==> src/rtl/chip8_pkg.sv <==
// Shared keypad definitions: PS/2 set-2 prefix bytes, decoder state encoding,
// and the scancode-to-hex-key lookup.
package chip8_pkg;

  localparam logic [7:0] SC_BREAK = 8'hF0;
  localparam logic [7:0] SC_EXT   = 8'hE0;

  typedef enum logic [1:0] {
    ST_IDLE    = 2'd0,
    ST_BRK     = 2'd1,
    ST_EXT     = 2'd2,
    ST_EXT_BRK = 2'd3
  } kbd_state_e;

  typedef struct packed {
    logic       hit;
    logic [3:0] key;
  } key_lookup_t;

  function automatic key_lookup_t sc_to_key(input logic [7:0] sc);
    key_lookup_t r;
    r.hit = 1'b1;
    r.key = 4'h0;
    case (sc)
      8'h16: r.key = 4'h1;
      8'h1E: r.key = 4'h2;
      8'h26: r.key = 4'h3;
      8'h25: r.key = 4'hC;
      8'h15: r.key = 4'h4;
      8'h1D: r.key = 4'h5;
      8'h24: r.key = 4'h6;
      8'h2D: r.key = 4'hD;
      8'h1C: r.key = 4'h7;
      8'h1B: r.key = 4'h8;
      8'h23: r.key = 4'h9;
      8'h2B: r.key = 4'hE;
      8'h1A: r.key = 4'hA;
      8'h22: r.key = 4'h0;
      8'h21: r.key = 4'hB;
      8'h2A: r.key = 4'hF;
      default: r.hit = 1'b0;
    endcase
    return r;
  endfunction

endpackage

==> src/rtl/keypad_event_fifo.sv <==
// First-word-fall-through key-event FIFO with sticky overflow flag.
// A push into a full FIFO only succeeds when a pop happens in the same cycle.
module keypad_event_fifo #(
  parameter int unsigned WIDTH = 5,
  parameter int unsigned DEPTH = 4
) (
  input  logic             clk,
  input  logic             res,
  input  logic             clear_i,
  input  logic             push_i,
  input  logic [WIDTH-1:0] data_i,
  input  logic             pop_i,
  output logic             valid_o,
  output logic [WIDTH-1:0] data_o,
  output logic             overflow_o
);

  localparam int unsigned AW = $clog2(DEPTH);
  localparam int unsigned CW = AW + 1;

  logic [WIDTH-1:0] mem_q [DEPTH];
  logic [AW-1:0]    wr_q, wr_d, rd_q, rd_d;
  logic [CW-1:0]    cnt_q, cnt_d;
  logic             ovf_q, ovf_d;
  logic             empty_c, full_c, do_pop_c, do_push_c;

  always_comb begin
    empty_c   = (cnt_q == '0);
    full_c    = (cnt_q == CW'(DEPTH));
    do_pop_c  = pop_i & ~empty_c;
    do_push_c = push_i & (~full_c | do_pop_c);
    wr_d      = wr_q;
    rd_d      = rd_q;
    cnt_d     = cnt_q;
    ovf_d     = ovf_q;
    if (clear_i) begin
      wr_d  = '0;
      rd_d  = '0;
      cnt_d = '0;
      ovf_d = 1'b0;
    end else begin
      if (do_push_c) wr_d = wr_q + AW'(1);
      if (do_pop_c)  rd_d = rd_q + AW'(1);
      cnt_d = cnt_q + CW'(do_push_c) - CW'(do_pop_c);
      if (push_i & ~do_push_c) ovf_d = 1'b1;
    end
  end

  always_ff @(posedge clk or posedge res) begin
    if (res) begin
      wr_q  <= '0;
      rd_q  <= '0;
      cnt_q <= '0;
      ovf_q <= 1'b0;
    end else begin
      wr_q  <= wr_d;
      rd_q  <= rd_d;
      cnt_q <= cnt_d;
      ovf_q <= ovf_d;
    end
  end

  // Storage needs no reset: a slot is only visible after it has been written.
  always_ff @(posedge clk) begin
    if (do_push_c & ~clear_i) mem_q[wr_q] <= data_i;
  end

  assign valid_o    = ~empty_c;
  assign data_o     = empty_c ? '0 : mem_q[rd_q];
  assign overflow_o = ovf_q;

endmodule

==> src/rtl/keypad_matrix.sv <==
// PS/2 set-2 scancode decoder driving a held-key matrix and an optional
// key-event FIFO (enabled by defining KEYPAD_EVENT_FIFO_EN).
module keypad_matrix
  import chip8_pkg::*;
#(
  parameter int unsigned NUM_KEYS   = 16,
  parameter int unsigned FIFO_DEPTH = 4,
  parameter int unsigned KW         = $clog2(NUM_KEYS)
) (
  input  logic                clk,
  input  logic                res,
  input  logic                kb_ready,
  input  logic [7:0]          kb_data,
  input  logic                clear,
  output logic [NUM_KEYS-1:0] key_matrix,
  output logic                evt_valid,
  output logic                evt_pressed,
  output logic [KW-1:0]       evt_key,
  input  logic                evt_pop,
  output logic                overflow
);

  logic          sync1_q, sync2_q, prev_q, armed_q;
  logic [1:0]    warm_q;
  logic          strobe_c;
  kbd_state_e    state_q, state_d;
  key_lookup_t   lk_c;
  logic          prefix_c, in_range_c, make_c, brk_c, held_c, chg_c, push_c;
  logic [KW-1:0] key_idx_c;
  logic [NUM_KEYS-1:0] onehot_c, matrix_q, matrix_d;

  // Edge detect only arms once kb_ready has been seen low after reset, so a
  // byte still held at reset release is dropped.
  always_ff @(posedge clk or posedge res) begin
    if (res) begin
      sync1_q <= 1'b0;
      sync2_q <= 1'b0;
      prev_q  <= 1'b0;
      warm_q  <= 2'b00;
      armed_q <= 1'b0;
    end else begin
      sync1_q <= kb_ready;
      sync2_q <= sync1_q;
      prev_q  <= sync2_q;
      warm_q  <= {warm_q[0], 1'b1};
      armed_q <= armed_q | (warm_q[1] & ~sync2_q);
    end
  end

  assign strobe_c = sync2_q & ~prev_q & armed_q;

  always_ff @(posedge clk or posedge res) begin
    if (res) state_q <= ST_IDLE;
    else     state_q <= state_d;
  end

  always_comb begin
    state_d = state_q;
    if (clear) begin
      state_d = ST_IDLE;
    end else if (strobe_c) begin
      case (state_q)
        ST_IDLE: begin
          if (kb_data == SC_BREAK)    state_d = ST_BRK;
          else if (kb_data == SC_EXT) state_d = ST_EXT;
        end
        ST_BRK:     if (!prefix_c) state_d = ST_IDLE;
        ST_EXT:     state_d = (kb_data == SC_BREAK) ? ST_EXT_BRK : ST_IDLE;
        ST_EXT_BRK: state_d = ST_IDLE;
        default:    state_d = ST_IDLE;
      endcase
    end
  end

  assign lk_c       = sc_to_key(kb_data);
  assign prefix_c   = (kb_data == SC_BREAK) || (kb_data == SC_EXT);
  assign in_range_c = 32'(lk_c.key) < NUM_KEYS;

  always_comb begin
    make_c = 1'b0;
    brk_c  = 1'b0;
    if (strobe_c && !prefix_c && lk_c.hit && in_range_c) begin
      make_c = (state_q == ST_IDLE);
      brk_c  = (state_q == ST_BRK);
    end
  end

  // Typematic makes and breaks of released keys leave the matrix untouched.
  always_comb begin
    key_idx_c = KW'(lk_c.key);
    onehot_c  = NUM_KEYS'(1) << key_idx_c;
    held_c    = |(matrix_q & onehot_c);
    chg_c     = (make_c & ~held_c) | (brk_c & held_c);
    push_c    = chg_c & ~clear;
    matrix_d  = matrix_q;
    if (clear)      matrix_d = '0;
    else if (chg_c) matrix_d = matrix_q ^ onehot_c;
  end

  always_ff @(posedge clk or posedge res) begin
    if (res) matrix_q <= '0;
    else     matrix_q <= matrix_d;
  end

  assign key_matrix = matrix_q;

`ifdef KEYPAD_EVENT_FIFO_EN
  logic [KW:0] head_c;

  keypad_event_fifo #(
    .WIDTH(KW + 1),
    .DEPTH(FIFO_DEPTH)
  ) u_fifo (
    .clk       (clk),
    .res       (res),
    .clear_i   (clear),
    .push_i    (push_c),
    .data_i    ({make_c, key_idx_c}),
    .pop_i     (evt_pop),
    .valid_o   (evt_valid),
    .data_o    (head_c),
    .overflow_o(overflow)
  );

  assign evt_pressed = head_c[KW];
  assign evt_key     = head_c[KW-1:0];
`else
  logic unused_evt;
  assign unused_evt  = ^{evt_pop, push_c};
  assign evt_valid   = 1'b0;
  assign evt_pressed = 1'b0;
  assign evt_key     = '0;
  assign overflow    = 1'b0;
`endif

endmodule

==> config.mk <==
export PLATFORM = sky130hd
export DESIGN_NAME = keypad_matrix
export DESIGN_NICKNAME = d
export VERILOG_FILES = /design/src/rtl/chip8_pkg.sv /design/src/rtl/keypad_event_fifo.sv /design/src/rtl/keypad_matrix.sv
export SDC_FILE = /design/constraint.sdc
export NUM_CORES = 1
export LEC_CHECK = 0
export ABC_CLOCK_PERIOD_IN_PS = 5500
export BUFFER_PORTS_ARGS = -buffer_cell sky130_fd_sc_hd__buf_2
export CAP_MARGIN = 20
export CORE_UTILIZATION = 58
export CTS_CLUSTER_DIAMETER = 60
export CTS_CLUSTER_SIZE = 30
export DETAILED_ROUTE_END_ITERATION = 8
export PLACE_DENSITY_LB_ADDON = 0.1
export SLEW_MARGIN = 0
export SYNTH_ARGS = -nofsm -noshare
export SYNTH_HDL_FRONTEND = slang
export SYNTH_SLANG_ARGS = --single-unit
==> constraint.sdc <==
create_clock -name clk -period 5.5 [get_ports clk]
set_input_delay 1.1 -clock clk [delete_from_list [all_inputs] [get_ports clk]]
set_output_delay 1.1 -clock clk [all_outputs]
set_load 0.02 [all_outputs]
==> flow_summary.yaml, run 1 <==
outcome:
  status: "finished, final reports clean"
drt:
  wl_per_cell_um: 13.8
  ant_nets: 0
  drt_pass1_iterations: 4
  num_vias: 1247
  routed_wl_mm: 3.14
  avgViaCountPerCell: 5.49
  drtIter0Drc: 52
  drc: 0
power:
  peakVddDrop_mv: 0.173
  total_leakage_power_uw: 0.000877
  power_frac_seq_pct: 51.9
  swShare_pct: 23.4
  netSwitchingPower_uw: 80.9
  p_clk_share_pct: 37.6
  power_frac_comb_pct: 10.5
  post-layout-total-power_uw: 345
  intPower_uw: 264
  pwr_density_cell_mw_per_mm2: 190
worst_setup_path:
  path_class: "in2reg"
  required_ns: 5.75
  rr_worst_depth: 7
  startpoint_type: "input pin"
  critPathMaxFanout: 9
  worstPathArrival_ns: 4.36
  endpoint_kind: "flop"
floorplanning:
  die-height_um: 55.6
  die_area_mm2: 0.00309
  die_w_um: 55.6
  pin_count: 36
  core_mm2: 0.00273
  rows: 19
  initial_core_util_pct: 61.0
global_route:
  antenna_found_initial: 0
  grt_pass1_wl_mm: 5.38
  grt_pass1_vias: 1196
  overflow: 0
  grt_use_total_pct: 21.9
  grt_max_degree: 35
timing:
  max_slew_margin_pct: 39.3
  finalSetupTns_ns: 0
  slew_violations: 0
  skew_ns: 0.00805
  hold_viol: 0
  worst_slew_pin_slew_ns: 0.910
  post-route-period-util_pct: 74.8
  fmax_mhz: 243
  hold-worst-slack_ns: 0.364
  post-route-min-period_ns: 4.11
  setup_viol: 0
  rsz0062_at_grt: "no"
logic_synthesis:
  yosysUniqueCellTypes: 31
  synth-main-ff-cell: "dfrtp_1"
  synth_top_area_cell: "dfrtp_1"
  synth_top_area_share_pct: 36.0
  synth-seq-cells: 24
  ys_seq_area_share_pct: 36.0
  synth-edff-count: 0
  syn_area_mm2: 0.00167
  synth_area_leaders: "dfrtp_1, nand2b_1, ha_1"
  synth.yosys.warnings: 0
  avgSynthCellArea_um2: 9.64
  postSynth.asyncResetShare_pct: 100
  synth_cells: 173
cts:
  cts_setup_buffers: 0
  cts_tree: "done"
  cts.sinks: 24
  clockRootBuffer: "clkbuf_4"
  cts_resized: 0
  cts-hold-fix-buffers: 0
  h-tree-depth: 1
  clk_pin_slew_ns: 0.13
  clockBufferDepth: 2
  numCtsBuffers: 3
  insertion_delay_ns: 0.32
final_layout:
  filler_cell_count: 253
  area.growth.synth_to_final_pct: 9.15
  nets: 226
  drive_gt1_share_pct: 20.4
  final_cells: 227
  diodes: 0
hold_path:
  min_path_cells: 0
  hold_class: "reg2reg"
placed_design:
  hpwl_mm: 2.44
  placed_cells: 223
  place.gp.congestion: 0.914
  port_buffers: 27
flow_run:
  drv_cap: 0
==> cells in the final DEF, fill, tap and decap left out <==
master / n
nor3_1: 12
a32oi_1: 1
nand3_1: 3
or3_1: 1
a21oi_1: 3
nand2_1: 4
a21o_1: 1
dfrtp_1: 24
nand2b_1: 37
a21oi_2: 1
nor4_1: 5
nor4b_1: 1
buf_4: 1
nor4b_2: 1
ha_1: 16
o22ai_1: 1
nand3b_1: 1
o21ai_2: 1
nor4_4: 1
inv_1: 4
or4b_4: 1
conb_1: 8
nand4_1: 2
mux2i_1: 16
o21ai_0: 3
or2_2: 3
xor2_1: 1
clkbuf_4: 3
nor2_1: 12
bufinv_16: 1
buf_2: 27
==> metrics by stage <==
step	worst slack (ns)	utilization (%)	cell area (µm²)
after detailed placement	1.00	64.7	1770
after floorplan	1.69	-	1690
after global placement	1.11	64.7	1770
after CTS	1.35	66.6	1820
final	1.39	66.6	1820
after global routing	1.01	66.6	1820
==> state kept, by name, summed over array words and instances, names as in the netlist <==
signal      flops
sync1_q         1
key_matrix     16
sync2_q         1
state_q         2
warm_q          2
armed_q         1
prev_q          1
==> worst max-delay path, stage by stage <==
cell and delay [ns]:
buf_2 0.13, nor4b_2 0.56, a21oi_1 0.14, nor2_1 0.12, o22ai_1 0.07, or3_1 0.33
ha_1 0.19, nor4_1 0.26, nand4_1 0.16, xor2_1 0.20, nor4_4 0.54, buf_4 0.33
mux2i_1 0.21
==> synthesized netlist by cell type, types with 3 or more instances <==
cell type	number
dfrtp_1	24
nand2_1	4
a21oi_1	3
nor4_1	5
or2_2	3
nand2b_1	37
o21ai_0	3
ha_1	16
clkbuf_1	5
buf_4	8
mux2i_1	16
nor2_1	12
nor3_1	12
nand3_1	3
inv_1	4
==> worst paths after layout <==
kind,to,slack (ns),startpoint
min,warm_q[1],0.36,warm_q[0]
max in group asynchronous,warm_q[0],3.99,res
min in group asynchronous,key_matrix[4],0.95,res
max reg2reg,key_matrix[2],2.95,key_matrix[8]
min reg2reg,warm_q[1],0.36,warm_q[0]
max,key_matrix[2],1.39,kb_data[4]
==> cells by family after synthesis <==
logic type,count (synthesis),synth area share (%)
fa+ha+maj,16,12.0
xor+xnor,1,0.525
simple gates,84,30.1
flops,24,36.0
other cells,2,0.450
compound gates,11,4.20
mux,16,9.60
buf+inv,19,7.13
==> final cells by class <==
| class | count | area [µm²] | area share, % |
|---|---|---|---|
| clock buffers | 3 | 22.5 | 1.24 |
| clock inverters | 1 | 30.0 | 1.65 |
| inverters | 4 | 15.0 | 0.825 |
| multi-input cells | 136 | 971 | 53.3 |
| flip-flops and latches | 24 | 601 | 33.0 |
| well taps | 31 | 38.8 | 2.13 |
| repair buffers | 28 | 143 | 7.84 |
==> metal layers <==
layer | global-route usage (%) | vias up | routed length (µm)
met1 | 29.8 | 587 | 1440
li1 | - | 627 | -
met2 | 37.5 | 31 | 1540
met4 | 5.36 | 0 | 17
met3 | 2.33 | 2 | 143
met5 | 0 | - | 0
==> power by group through the flow <==
stage          sequential (µW)  clock, µW  combinational [µW]
2_1_floorplan              183          0                31.6
3_3_place_gp               183          0                35.3
3_5_place_dp               183          0                36.2
4_1_cts                    179        132                36.3
5_1_grt                    180        137                40.7
6_report                   179        130                36.1
No activity file was read; power rests on OpenSTA's default activity.
==> run 2, diff against run 1 <==
--- a/config.mk
+++ b/config.mk
@@ -5,10 +5,10 @@
 export SDC_FILE = /design/constraint.sdc
 export NUM_CORES = 1
 export LEC_CHECK = 0
-export ABC_CLOCK_PERIOD_IN_PS = 5500
+export ABC_CLOCK_PERIOD_IN_PS = 4100
 export BUFFER_PORTS_ARGS = -buffer_cell sky130_fd_sc_hd__buf_2
 export CAP_MARGIN = 20
-export CORE_UTILIZATION = 58
+export CORE_UTILIZATION = 54
 export CTS_CLUSTER_DIAMETER = 60
 export CTS_CLUSTER_SIZE = 30
 export DETAILED_ROUTE_END_ITERATION = 8
==> constraint.sdc (replaced) <==
create_clock -name clk -period 4.1 [get_ports clk]
set_input_delay 0.82 -clock clk [delete_from_list [all_inputs] [get_ports clk]]
set_output_delay 0.82 -clock clk [all_outputs]
set_load 0.02 [all_outputs]
==> run 2 against run 1 <==
Net effect:
- highest routed layer unchanged
- worst setup slack worse by 0.55 ns
- sequential power grew 35%
- critical path type unchanged
- the flow now finishes with violations (DRC)
- clock power up 33%
- clock skew grew 0.0021 ns
==> flow_summary.yaml, run 2 (synthesis gave the netlist of run 1 again) <==
cts:
  cts.sinks: 24
  insertion_delay_ns: 0.33
  numCtsBuffers: 3
  clockRootBuffer: "clkbuf_4"
  cts-hold-fix-buffers: 0
  clk_pin_slew_ns: 0.13
  cts_setup_buffers: 0
  h-tree-depth: 1
  cts_resized: 0
  clockBufferDepth: 2
  cts_tree: "done"
drt:
  drc: 3
  num_vias: 1291
  ant_nets: 0
  avgViaCountPerCell: 5.64
  routed_wl_mm: 3.12
  drtIter0Drc: 45
  drt_pass1_iterations: 6
  wl_per_cell_um: 13.6
global_route:
  overflow: 0
  grt_max_degree: 35
  grt_use_total_pct: 21.5
  grt_pass1_vias: 1257
  antenna_found_initial: 0
  grt_pass1_wl_mm: 5.41
placed_design:
  port_buffers: 27
  placed_area_mm2: 0.00178
  place.gp.congestion: 0.834
  hpwl_mm: 2.37
final_layout:
  fin_util_pct: 64.9
  filler_cell_count: 238
  nets: 228
  final_cell_mix: "nand2b_1, buf_2, dfrtp_1"
  area.growth.synth_to_final_pct: 10.1
  design_area_mm2: 0.00184
  drive_gt1_share_pct: 21.2
  diodes: 0
  largest_reg_flops: 16
  mostFrequentLayoutCell: "nand2b_1"
floorplanning:
  core_mm2: 0.00283
  die-height_um: 57.6
  die_w_um: 57.6
  rows: 19
  pin_count: 36
  initial_core_util_pct: 59.0
  die_area_mm2: 0.00331
timing:
  hold-worst-slack_ns: 0.369
  post-route-min-period_ns: 3.26
  rsz0062_at_grt: "no"
  hold_viol: 0
  finalSetupTns_ns: 0
  max_slew_margin_pct: 39.8
  slew_violations: 0
  post-route-period-util_pct: 79.6
  skew_ns: 0.0101
  worst_slew_pin_slew_ns: 0.901
  fmax_mhz: 306
  setup_viol: 0
worst_setup_path:
  r2r-start: "key_matrix[8]"
  path_class: "in2reg"
  max_stage_delay_ns: 0.55
  required_ns: 4.35
  critPathMaxFanout: 8
  startpoint_type: "input pin"
  crit_path_start: "kb_data[5]"
  endpoint_kind: "flop"
  crit_slowest_cell: "nor4b_1"
  worstPathArrival_ns: 3.51
  crit_path_cell_trace: "buf_2, nor4b_1, nor3_1, or3_1, ha_1, nor4_1, nand4_1, xor2_1, nor4_4, buf_4, mux2i_1"
outcome:
  status: "complete, but fails checks"
  violations: "DRC"
power:
  pwr_density_cell_mw_per_mm2: 252
  total_leakage_power_uw: 0.000888
  peakVddDrop_mv: 0.180
  post-layout-total-power_uw: 463
hold_path:
  hold_class: "reg2reg"
  hp-start: "sync1_q"
flow_run:
  drv_cap: 0
run 2: changes by cell type in the layout (fill, tap and decap cells not counted):
cell	before	now
buf_4	1	3
run 2: power breakdown:
group / internal, µW / switching [µW] / leakage (µW)
Clock: 98.9 / 73.8 / 0.0000279
Sequential: 239 / 1.22 / 0.000319
Combinational: 16.7 / 33.0 / 0.000541
run 2: area by class of cell:
cell class,count,area (µm²),share of cell area (%)
clock inverters,1,30.0,1.64
repair buffers,30,158,8.59
well taps,31,38.8,2.11
multi-input cells,136,971,52.9
clock buffers,3,22.5,1.23
inverters,4,15.0,0.818
flip-flops and latches,24,601,32.7
run 2: path summary, 6_finish.rpt:
kind	to	slack, ns	cells after the start
worst max-delay path	key_matrix[13]	0.84	11
worst min-delay path	sync2_q	0.37	0
worst max register to register	key_matrix[13]	2.01	7
worst min register to register	sync2_q	0.37	0
max in group asynchronous	prev_q	2.88	2
min in group asynchronous	key_matrix[15]	0.66	2
run 2: stage by stage:
stage	setup slack, ns	instances
3_3_place_gp	0.580	225
4_1_cts	0.805	229
2_1_floorplan	0.573	179
5_1_grt	0.591	229
3_5_place_dp	0.466	225
6_report	0.837	229
run 2: worst max-delay path: cells and delay by family:
family,cells,cell delay (ns)
simple gates,6,1.72
buf+inv,2,0.36
mux,1,0.21
xor+xnor,1,0.20
fa+ha+maj,1,0.19
run 2: layer usage:
| metal | GRT usage [%] | vias up | part of all wire [%] |
|---|---|---|---|
| met2 | 35.7 | 38 | 48 |
| met3 | 3.40 | 7 | 4.4 |
| met5 | 0 | - | 0 |
| li1 | - | 630 | - |
| met4 | 11.8 | 0 | 2.4 |
| met1 | 26.8 | 616 | 45 |
